==> src/rtl/frequency_meter_if.sv <==
// Signal bundle for the frequency meter: the measured input, the run
// control and the measurement results. clk and reset stay plain ports.
interface frequency_meter_if #(
  parameter int COUNT_WIDTH  = 32,
  parameter int PERIOD_WIDTH = 32
);
  logic                    sigIn;
  logic                    enable;
  logic [COUNT_WIDTH-1:0]  freqCount;
  logic [PERIOD_WIDTH-1:0] periodCycles;
  logic                    valid;
  logic                    overflow;
  logic                    noSignal;

  // Side that supplies the signal and enable and consumes the results.
  modport master (
    output sigIn,
    output enable,
    input  freqCount,
    input  periodCycles,
    input  valid,
    input  overflow,
    input  noSignal
  );

  // The meter itself.
  modport slave (
    input  sigIn,
    input  enable,
    output freqCount,
    output periodCycles,
    output valid,
    output overflow,
    output noSignal
  );
endinterface

==> src/rtl/frequency_meter.sv <==
// Frequency / period meter for a slow asynchronous square wave.
// Rising edges of sigIn are counted over back-to-back gate windows of
// GATE_CYCLES clk cycles, and the clk-cycle spacing of the last two
// rising edges is reported as the period.
module frequency_meter #(
  parameter int GATE_CYCLES  = 50000000,
  parameter int COUNT_WIDTH  = 32,
  parameter int PERIOD_WIDTH = 32,
  parameter int SYNC_STAGES  = 2
) (
  input  logic         clk,
  input  logic         reset,
  frequency_meter_if.slave bus
);

  localparam int TIMER_WIDTH = (GATE_CYCLES > 2) ? $clog2(GATE_CYCLES) : 1;
  localparam logic [TIMER_WIDTH-1:0] GATE_LAST = TIMER_WIDTH'(GATE_CYCLES - 1);

  typedef enum logic {
    IDLE = 1'b0,
    GATE = 1'b1
  } state_e;

  // Synchronizer and edge history.
  logic [SYNC_STAGES-1:0]  sync_q, sync_d;
  logic                    hist_q, hist_d;
  logic                    rise;

  // Measurement state.
  state_e                  state_q, state_d;
  logic [TIMER_WIDTH-1:0]  gate_timer_q, gate_timer_d;
  logic [COUNT_WIDTH-1:0]  edge_cnt_q, edge_cnt_d;
  logic                    ovf_q, ovf_d;
  logic [PERIOD_WIDTH-1:0] period_cnt_q, period_cnt_d;
  logic                    have_prev_q, have_prev_d;

  // Registered results.
  logic [COUNT_WIDTH-1:0]  freq_count_q, freq_count_d;
  logic [PERIOD_WIDTH-1:0] period_cycles_q, period_cycles_d;
  logic                    valid_q, valid_d;
  logic                    overflow_q, overflow_d;
  logic                    no_signal_q, no_signal_d;

  logic                    window_end;
  logic                    edge_full;
  logic                    period_full;

  // Shift sigIn through the synchronizer; history holds the previous output.
  always_comb begin
    sync_d = {sync_q[SYNC_STAGES-2:0], bus.sigIn};
    hist_d = sync_q[SYNC_STAGES-1];
  end

  assign rise        = sync_q[SYNC_STAGES-1] & ~hist_q;
  assign window_end  = (gate_timer_q == GATE_LAST);
  assign edge_full   = &edge_cnt_q;
  assign period_full = &period_cnt_q;

  // Next-state logic for the gate window, edge counter and period counter.
  always_comb begin
    // NOTE: every _d gets a default first so no path leaves it unassigned
    // and no latch is inferred; the default is "hold", valid defaults low.
    state_d         = state_q;
    gate_timer_d    = gate_timer_q;
    edge_cnt_d      = edge_cnt_q;
    ovf_d           = ovf_q;
    period_cnt_d    = period_cnt_q;
    have_prev_d     = have_prev_q;
    freq_count_d    = freq_count_q;
    period_cycles_d = period_cycles_q;
    valid_d         = 1'b0;
    overflow_d      = overflow_q;
    no_signal_d     = no_signal_q;

    unique case (state_q)
      IDLE: begin
        gate_timer_d = '0;
        edge_cnt_d   = '0;
        ovf_d        = 1'b0;
        period_cnt_d = '0;
        have_prev_d  = 1'b0;
        if (bus.enable) begin
          state_d = GATE;
        end
      end

      GATE: begin
        // Gate window: a rise in the final cycle belongs to this window.
        if (window_end) begin
          freq_count_d = (rise && !edge_full) ? edge_cnt_q + COUNT_WIDTH'(1)
                                              : edge_cnt_q;
          overflow_d   = ovf_q | (rise & edge_full);
          valid_d      = 1'b1;
          gate_timer_d = '0;
          edge_cnt_d   = '0;
          ovf_d        = 1'b0;
        end else begin
          gate_timer_d = gate_timer_q + TIMER_WIDTH'(1);
          if (rise) begin
            if (edge_full) begin
              ovf_d = 1'b1;
            end else begin
              edge_cnt_d = edge_cnt_q + COUNT_WIDTH'(1);
            end
          end
        end

        // Dropping enable discards a partial window but still lets the
        // window-end cycle report.
        if (!bus.enable) begin
          state_d = IDLE;
        end

        // Period: restart the counter at 1 on each rise so that two rises
        // delta cycles apart report exactly delta.
        if (rise) begin
          period_cnt_d = PERIOD_WIDTH'(1);
          if (have_prev_q) begin
            period_cycles_d = period_cnt_q;
            no_signal_d     = 1'b0;
          end else begin
            have_prev_d = 1'b1;
          end
        end else if (period_full) begin
          no_signal_d = 1'b1;
        end else begin
          period_cnt_d = period_cnt_q + PERIOD_WIDTH'(1);
        end
      end

      default: begin
        state_d = IDLE;
      end
    endcase
  end

  // State and output registers, cleared asynchronously by reset.
  always_ff @(posedge clk or posedge reset) begin
    if (reset) begin
      sync_q          <= '0;
      hist_q          <= 1'b0;
      state_q         <= IDLE;
      gate_timer_q    <= '0;
      edge_cnt_q      <= '0;
      ovf_q           <= 1'b0;
      period_cnt_q    <= '0;
      have_prev_q     <= 1'b0;
      freq_count_q    <= '0;
      period_cycles_q <= '0;
      valid_q         <= 1'b0;
      overflow_q      <= 1'b0;
      no_signal_q     <= 1'b0;
    end else begin
      // NOTE: non-blocking assignments so every flop samples the values of
      // the previous cycle regardless of statement order.
      sync_q          <= sync_d;
      hist_q          <= hist_d;
      state_q         <= state_d;
      gate_timer_q    <= gate_timer_d;
      edge_cnt_q      <= edge_cnt_d;
      ovf_q           <= ovf_d;
      period_cnt_q    <= period_cnt_d;
      have_prev_q     <= have_prev_d;
      freq_count_q    <= freq_count_d;
      period_cycles_q <= period_cycles_d;
      valid_q         <= valid_d;
      overflow_q      <= overflow_d;
      no_signal_q     <= no_signal_d;
    end
  end

  assign bus.freqCount    = freq_count_q;
  assign bus.periodCycles = period_cycles_q;
  assign bus.valid        = valid_q;
  assign bus.overflow     = overflow_q;
  assign bus.noSignal     = no_signal_q;

endmodule

==> src/flat_wrapper.sv <==
// flat-port wrapper written by rule: the top's interface ports become plain ports
module frequency_meter_flat 
#(
  parameter int GATE_CYCLES  = 50000000,
  parameter int COUNT_WIDTH  = 32,
  parameter int PERIOD_WIDTH = 32,
  parameter int SYNC_STAGES  = 2
)
  (clk, reset, bus_sigIn, bus_enable, bus_freqCount, bus_periodCycles, bus_valid, bus_overflow, bus_noSignal);
  frequency_meter_if #(.COUNT_WIDTH(COUNT_WIDTH), .PERIOD_WIDTH(PERIOD_WIDTH)) bus_i ();
  input  logic clk;
  input  logic reset;
  input wire logic [$bits(bus_i.sigIn)-1:0] bus_sigIn;
  input wire logic [$bits(bus_i.enable)-1:0] bus_enable;
  output wire logic [$bits(bus_i.freqCount)-1:0] bus_freqCount;
  output wire logic [$bits(bus_i.periodCycles)-1:0] bus_periodCycles;
  output wire logic [$bits(bus_i.valid)-1:0] bus_valid;
  output wire logic [$bits(bus_i.overflow)-1:0] bus_overflow;
  output wire logic [$bits(bus_i.noSignal)-1:0] bus_noSignal;
  assign bus_i.sigIn = bus_sigIn;
  assign bus_i.enable = bus_enable;
  assign bus_freqCount = bus_i.freqCount;
  assign bus_periodCycles = bus_i.periodCycles;
  assign bus_valid = bus_i.valid;
  assign bus_overflow = bus_i.overflow;
  assign bus_noSignal = bus_i.noSignal;
  frequency_meter #(.GATE_CYCLES(GATE_CYCLES), .COUNT_WIDTH(COUNT_WIDTH), .PERIOD_WIDTH(PERIOD_WIDTH), .SYNC_STAGES(SYNC_STAGES)) u_core (.clk(clk), .reset(reset), .bus(bus_i));
endmodule
==> config.mk <==
export PLATFORM = sky130hd
export DESIGN_NAME = frequency_meter_flat
export DESIGN_NICKNAME = d
export VERILOG_FILES = /design/src/rtl/frequency_meter_if.sv /design/src/rtl/frequency_meter.sv /design/src/flat_wrapper.sv
export SDC_FILE = /design/constraint.sdc
export NUM_CORES = 1
export LEC_CHECK = 0
export CORE_AREA = 5 5 121 135
export CTS_CLUSTER_SIZE = 40
export DETAILED_ROUTE_END_ITERATION = 10
export DIE_AREA = 0 0 126 140
export PLACE_DENSITY_LB_ADDON = 0.25
export SYNTH_ARGS = -nofsm -noshare
export SYNTH_HDL_FRONTEND = slang
export SYNTH_SLANG_ARGS = --single-unit
==> constraint.sdc <==
create_clock -name clk -period 5.9 [get_ports clk]
set_input_delay 1.18 -clock clk [delete_from_list [all_inputs] [get_ports clk]]
set_output_delay 1.18 -clock clk [all_outputs]
set_load 0.02 [all_outputs]
==> flow_metrics.tcl, run 1 <==
set metrics [dict create \
    status "complete, no violations" \
    grt_pass1_wl_mm 27.5 \
    slew_viol_final 0 \
    post_cts_buffers 0 \
    skew_ns 0.00585 \
    async_flop_share_pct 100 \
    initial_core_util_pct 50.9 \
    yosys_warnings 0 \
    layout_commonest_cell "dfrtp_1" \
    cp.required_ns 6.17 \
    insertion_delay_ns 0.42 \
    fin_crit_sh_pct 57.2 \
    pin_count 71 \
    dr.pass1.iters 5 \
    grt_setup_unrepaired "no" \
    critPathLaunchType "flop" \
    hold_buffers 0 \
    fp.dieH_um 140 \
    worst-setup-path-type "reg -> reg" \
    fmax_ghz 0.296 \
    synth-edff-count 0 \
    power_switching_uw 495 \
    irDropWorstVdd_mv 0.148 \
    p_sw_share_pct 21.8 \
    diodes 0 \
    synth_area_um2 7550 \
    numCtsBuffers 17 \
    syn-instance-count 720 \
    fin_nets 787 \
    fin_ws_ns 2.52 \
    synth_nets 727 \
    die_w_um 126 \
    ys_seq_elements 163 \
    preCtsSetupSlack_ns 2.58 \
    synthFlopType "dfrtp_1" \
    power_density_nw_per_um2 254 \
    synthDistinctLibCells 61 \
    finalWirelength_mm 16.3 \
    cts.clk_slew.worst_paths_ns 0.06 \
    slowest_delay_ns 0.93 \
    hp-class "reg -> reg" \
    final_cell_mix "163 x dfrtp_1, 79 x nor2_1, 70 x clkdlybuf4s50_1" \
    portBuffers 70 \
    area_delta_synth_final_pct 18.8 \
    design_area_um2 8970 \
    path_max_fanout 41 \
    routed-via-count 5718 \
    period_needed_ns 3.38 \
    cp.arrival_ns 3.65 \
    wire_per_inst_um 16.4 \
    cpMaxStageDelayCell "clkinv_1" \
    clkPwrFrac_pct 47.2 \
    power_frac_comb_pct 2.8 \
    antenna_found_initial 0 \
    setup_viol 0 \
    h-tree-depth 4 \
    cts_root_buf "clkbuf_16" \
    vias_per_cell 5.78 \
    drc 0 \
    hold_violations 0 \
    rows 47 \
    cts_tree "built" \
    cts_sinks 163 \
    grt_max_degree 72 \
    maxSlewHeadroom_pct 25.5 \
    synth_seq_area_share_pct 54.0 \
    p_int_uw 1780 \
    post_cts_resized 0 \
    coreArea_um2 14800 \
    cp-end-kind "flop" \
    grt_remaining_overflow 0 \
    seqPwrFrac_pct 50.0 \
    ant_nets 0 \
    first_iter_violations 441 \
    cts_max_path_buffers 2 \
    place_area_um2 8390 \
    worst_pin_slew_ns 1.12 \
    avgSynthCellArea_um2 10.5 \
    place.gp.congestion 0.842 \
    layout-drive-gt1-share_pct 9.71 \
    leakage_uw 0.00376 \
    first_global_vias 5600 \
    finalSetupTns_ns 0 \
    cap_violations 0 \
    grtUsageTotal_pct 18.8 \
    crit_path_cell_trace "ha_1, and2_1, nand3_1, or3_1, clkinv_1, nor2_1, a31oi_1" \
    dpl.hpwl_mm 11.2 \
    die_area_um2 17600 \
    holdWs_ns 0.378 \
]
cell type report:
type | count | area, um^2
Fill cell | 1230 | 5850
Sequential cell | 163 | 4080
Multi-Input combinational cell | 517 | 3300
Timing Repair Buffer | 74 | 731
Clock buffer | 20 | 447
Tap cell | 196 | 245
Clock inverter | 12 | 133
Inverter | 7 | 31.3
through the flow:
step	utilization (%)	power, uW	std cells
2_1_floorplan	-	1200	720
3_3_place_gp	56.6	1220	957
3_5_place_dp	56.6	1220	957
4_1_cts	60.5	2290	989
5_1_grt	60.5	2350	989
6_report	60.5	2270	989
synthesized netlist by cell type, types with 2 or more instances:
library cell    n  area [um^2]
dfrtp_1       163         4080
nor2_1         79          297
nand2_1        57          214
o21ai_0        40          200
nand3_1        38          190
mux2_2         29          327
a21oi_1        28          140
xnor2_1        28          245
xor2_1         28          245
nand4_1        26          163
or3_1          24          150
clkbuf_1       19         71.3
and3_1         18          113
a31oi_1        16          100
and4_1         12          105
buf_2          11         55.1
nor3_1         10         50.1
a2111oi_0       7         61.3
and2_1          7         43.8
nor4_1          7         43.8
inv_1           6         22.5
o31ai_1         6         45.0
mux2i_1         5         50.1
o211ai_1        4         30.0
or4_1           4         30.0
a311oi_1        3         26.3
ha_1            3         37.5
nor3b_1         3         22.5
buf_6           2         22.5
nand2b_1        2         12.5
nand4_2         2         25.0
o2111ai_1       2         17.5
o21ai_1         2         10.0
o311ai_0        2         17.5
per-layer routing:
metal | part of all wire (%) | wire length, um | global-route usage [%] | vias to the layer above
li1 | - | - | - | 2737
met1 | 44 | 7180 | 24.4 | 2837
met3 | 3.6 | 581 | 4.46 | 23
met4 | 1.8 | 293 | 6.32 | 0
met2 | 51 | 8220 | 31.3 | 121
met5 | 0 | 0 | 0 | -
critical path, delay by kind of cell, from the launching register on:
kind / cells / cell delay, ns
AOI/OAI and AO/OA: 1 / 0.07
adders and majority gates: 1 / 0.28
buffers and inverters: 1 / 0.93
DFF: 1 / 0.42
and+or+nand+nor: 4 / 1.52
sequential cells by signal, indices dropped and copies added, names as in the netlist:
name,flops
u_core.bus.freqCount,32
u_core.bus.periodCycles,32
u_core.edge_cnt_q,32
u_core.period_cnt_q,32
u_core.gate_timer_q,26
u_core.sync_q,2
u_core.bus.noSignal,1
u_core.bus.overflow,1
u_core.bus.valid,1
u_core.have_prev_q,1
u_core.hist_q,1
u_core.ovf_q,1
u_core.state_q,1
path summary, 6_finish.rpt:
path	start	to	slack, ns	cells past startpoint
hold / removal	u_core.sync_q[0]$_DFF_PP0_	u_core.sync_q[1]$_DFF_PP0_	0.38	0
min in group asynchronous	reset	u_core.bus.periodCycles[27]$_DFFE_PP0P_	1.22	2
setup reg to reg	u_core.gate_timer_q[0]$_DFF_PP0_	u_core.bus.freqCount[7]$_DFFE_PP0P_	2.52	7
setup / recovery	u_core.gate_timer_q[0]$_DFF_PP0_	u_core.bus.freqCount[7]$_DFFE_PP0P_	2.52	7
hold reg to reg	u_core.sync_q[0]$_DFF_PP0_	u_core.sync_q[1]$_DFF_PP0_	0.38	0
max in group asynchronous	reset	u_core.bus.freqCount[12]$_DFFE_PP0P_	3.60	3
logic make-up after synthesis:
logic type	share of synthesized area, %
mux	4.99
xor+xnor	6.50
simple gates	21.2
flops	54.0
fa+ha+maj	0.497
buf+inv	2.42
compound gates	10.4
power by group through the flow:
stage | combinational [uW] | sequential (uW) | clock [uW]
3_5_place_dp | 66.2 | 1160 | 0
3_3_place_gp | 64.7 | 1160 | 0
5_1_grt | 74.3 | 1140 | 1140
6_report | 64.1 | 1140 | 1070
4_1_cts | 66.5 | 1140 | 1090
2_1_floorplan | 41.5 | 1160 | 0
No activity file was read; power rests on OpenSTA's default activity.
==> inputs of run 2 (changes only) <==
==> constraint.sdc (replaced) <==
create_clock -name clk -period 2.81 [get_ports clk]
set_input_delay 0.562 -clock clk [delete_from_list [all_inputs] [get_ports clk]]
set_output_delay 0.562 -clock clk [all_outputs]
set_load 0.02 [all_outputs]
==> flow_metrics.tcl, run 2 (synthesis gave the netlist of run 1 again) <==
set metrics [dict create \
    die_w_um 126 \
    diodes 0 \
    routed-via-count 5663 \
    layout-drive-gt1-share_pct 10.2 \
    place.gp.congestion 0.914 \
    numCtsBuffers 17 \
    cts_sinks 163 \
    cp-end-kind "flop" \
    ant_nets 0 \
    fin_nets 790 \
    cp.required_ns 3.13 \
    cts_root_buf "clkbuf_16" \
    hold_buffers 0 \
    layout_commonest_cell "dfrtp_1" \
    critPathLaunchType "flop" \
    skew_ns 0.00607 \
    final_core_util_pct 61.2 \
    setup_viol 0 \
    portBuffers 70 \
    holdWs_ns 0.352 \
    worst-setup-path-type "reg -> reg" \
    irDropWorstVdd_mv 0.460 \
    final_cell_mix "163 x dfrtp_1, 79 x nor2_1, 70 x clkdlybuf4s50_1" \
    dr.pass1.iters 5 \
    period_needed_ns 2.40 \
    slew_viol_final 0 \
    antenna_found_initial 0 \
    status "complete, no violations" \
    worst_pin_slew_ns 1.01 \
    first_iter_violations 351 \
    initial_core_util_pct 50.9 \
    leakage_uw 0.00382 \
    grtUsageTotal_pct 18.5 \
    drc 0 \
    hp-class "reg -> reg" \
    coreArea_um2 14800 \
    cts.clk_slew.worst_paths_ns 0.06 \
    maxSlewHeadroom_pct 32.3 \
    post_cts_buffers 0 \
    vias_per_cell 5.71 \
    fmax_ghz 0.417 \
    fin_crit_sh_pct 85.3 \
    post_cts_resized 0 \
    first_global_vias 5609 \
    die_area_um2 17600 \
    cap_violations 0 \
    cts_tree "built" \
    finalWirelength_mm 15.8 \
    area_delta_synth_final_pct 20.1 \
    pin_count 71 \
    power_density_nw_per_um2 551 \
    finalSetupTns_ns 0 \
    grt_pass1_wl_mm 27.1 \
    fp.dieH_um 140 \
    cp.arrival_ns 2.72 \
    h-tree-depth 4 \
    dpl.hpwl_mm 11.0 \
    grt_max_degree 101 \
    hold_violations 0 \
    cts_max_path_buffers 2 \
    grt_setup_unrepaired "no" \
    wire_per_inst_um 15.9 \
    insertion_delay_ns 0.42 \
    path_max_fanout 16 \
    grt_remaining_overflow 0 \
    rows 47 \
]
==> run 2: cell types whose count changed in the layout (fill, tap and decap cells not counted) <==
cell / before / now
buf_12: 0 / 1
inv_6: 2 / 3
clkbuf_1: 2 / 1
clkinvlp_4: 6 / 2
buf_4: 4 / 6
bufinv_16: 2 / 4
clkbuf_8: 1 / 3
==> run 2: worst paths after layout <==
path,slack [ns],cells past startpoint,endpoint,from
min reg2reg,0.35,0,u_core.sync_q[1]$_DFF_PP0_,u_core.sync_q[0]$_DFF_PP0_
max in group asynchronous,1.50,3,u_core.period_cnt_q[25]$_DFFE_PP0P_,reset
min,0.35,0,u_core.sync_q[1]$_DFF_PP0_,u_core.sync_q[0]$_DFF_PP0_
max,0.41,6,u_core.period_cnt_q[8]$_DFFE_PP0P_,u_core.period_cnt_q[0]$_DFFE_PP0P_
min in group asynchronous,0.65,3,u_core.state_q$_DFF_PP0_,reset
max reg2reg,0.41,6,u_core.period_cnt_q[8]$_DFFE_PP0P_,u_core.period_cnt_q[0]$_DFFE_PP0P_
==> run 2: final cells by class <==
class | count | area, um^2
clock inverters | 11 | 173
repair buffers | 77 | 766
clock buffers | 21 | 470
fillers | 1228 | 5760
multi-input cells | 517 | 3300
flip-flops and latches | 163 | 4080
well taps | 196 | 245
inverters | 7 | 30.0
==> run 2: critical path, cell delays in order (launching register included) <==
cell and delay (ns):
dfrtp_1 0.45, ha_1 0.24, nand2_1 0.12, or4_4 0.62, nor3_4 0.45, and4b_1 0.26
nor3_1 0.16
==> run 2: stage by stage <==
step	instances	setup WS, ns	cell area [um^2]	total power (uW)
after floorplan	720	0.177	7550	2520
after global placement	960	0.510	8420	2570
final	992	0.414	9060	5000
after CTS	992	0.421	9060	5050
after detailed placement	960	0.441	8420	2570
after global routing	992	0.255	9060	5170
==> run 2: where the power goes <==
| group | total (uW) | internal (uW) | switching, uW |
|---|---|---|---|
| sequential | 2380 | 2370 | 19.2 |
| combinational | 137 | 41.1 | 96.2 |
| clock | 2480 | 1570 | 911 |
| total | 5000 | 3970 | 1030 |
==> run 2: metal layers <==
layer	GRT usage (%)	vias up	part of all wire (%)
met5	0	-	0
met2	30.6	118	49
met4	7.06	0	2.2
met3	4.04	27	4.0
li1	-	2734	-
met1	24.0	2784	45
==> inputs of run 3 (changes only) <==
--- a/config.mk
+++ b/config.mk
@@ -5,6 +5,7 @@
 export SDC_FILE = /design/constraint.sdc
 export NUM_CORES = 1
 export LEC_CHECK = 0
+export ABC_CLOCK_PERIOD_IN_PS = 2810
 export CORE_AREA = 5 5 121 135
 export CTS_CLUSTER_SIZE = 40
 export DETAILED_ROUTE_END_ITERATION = 10
==> results of run 3 <==
The final DEF is identical to that of run 2; final timing and power are the same.
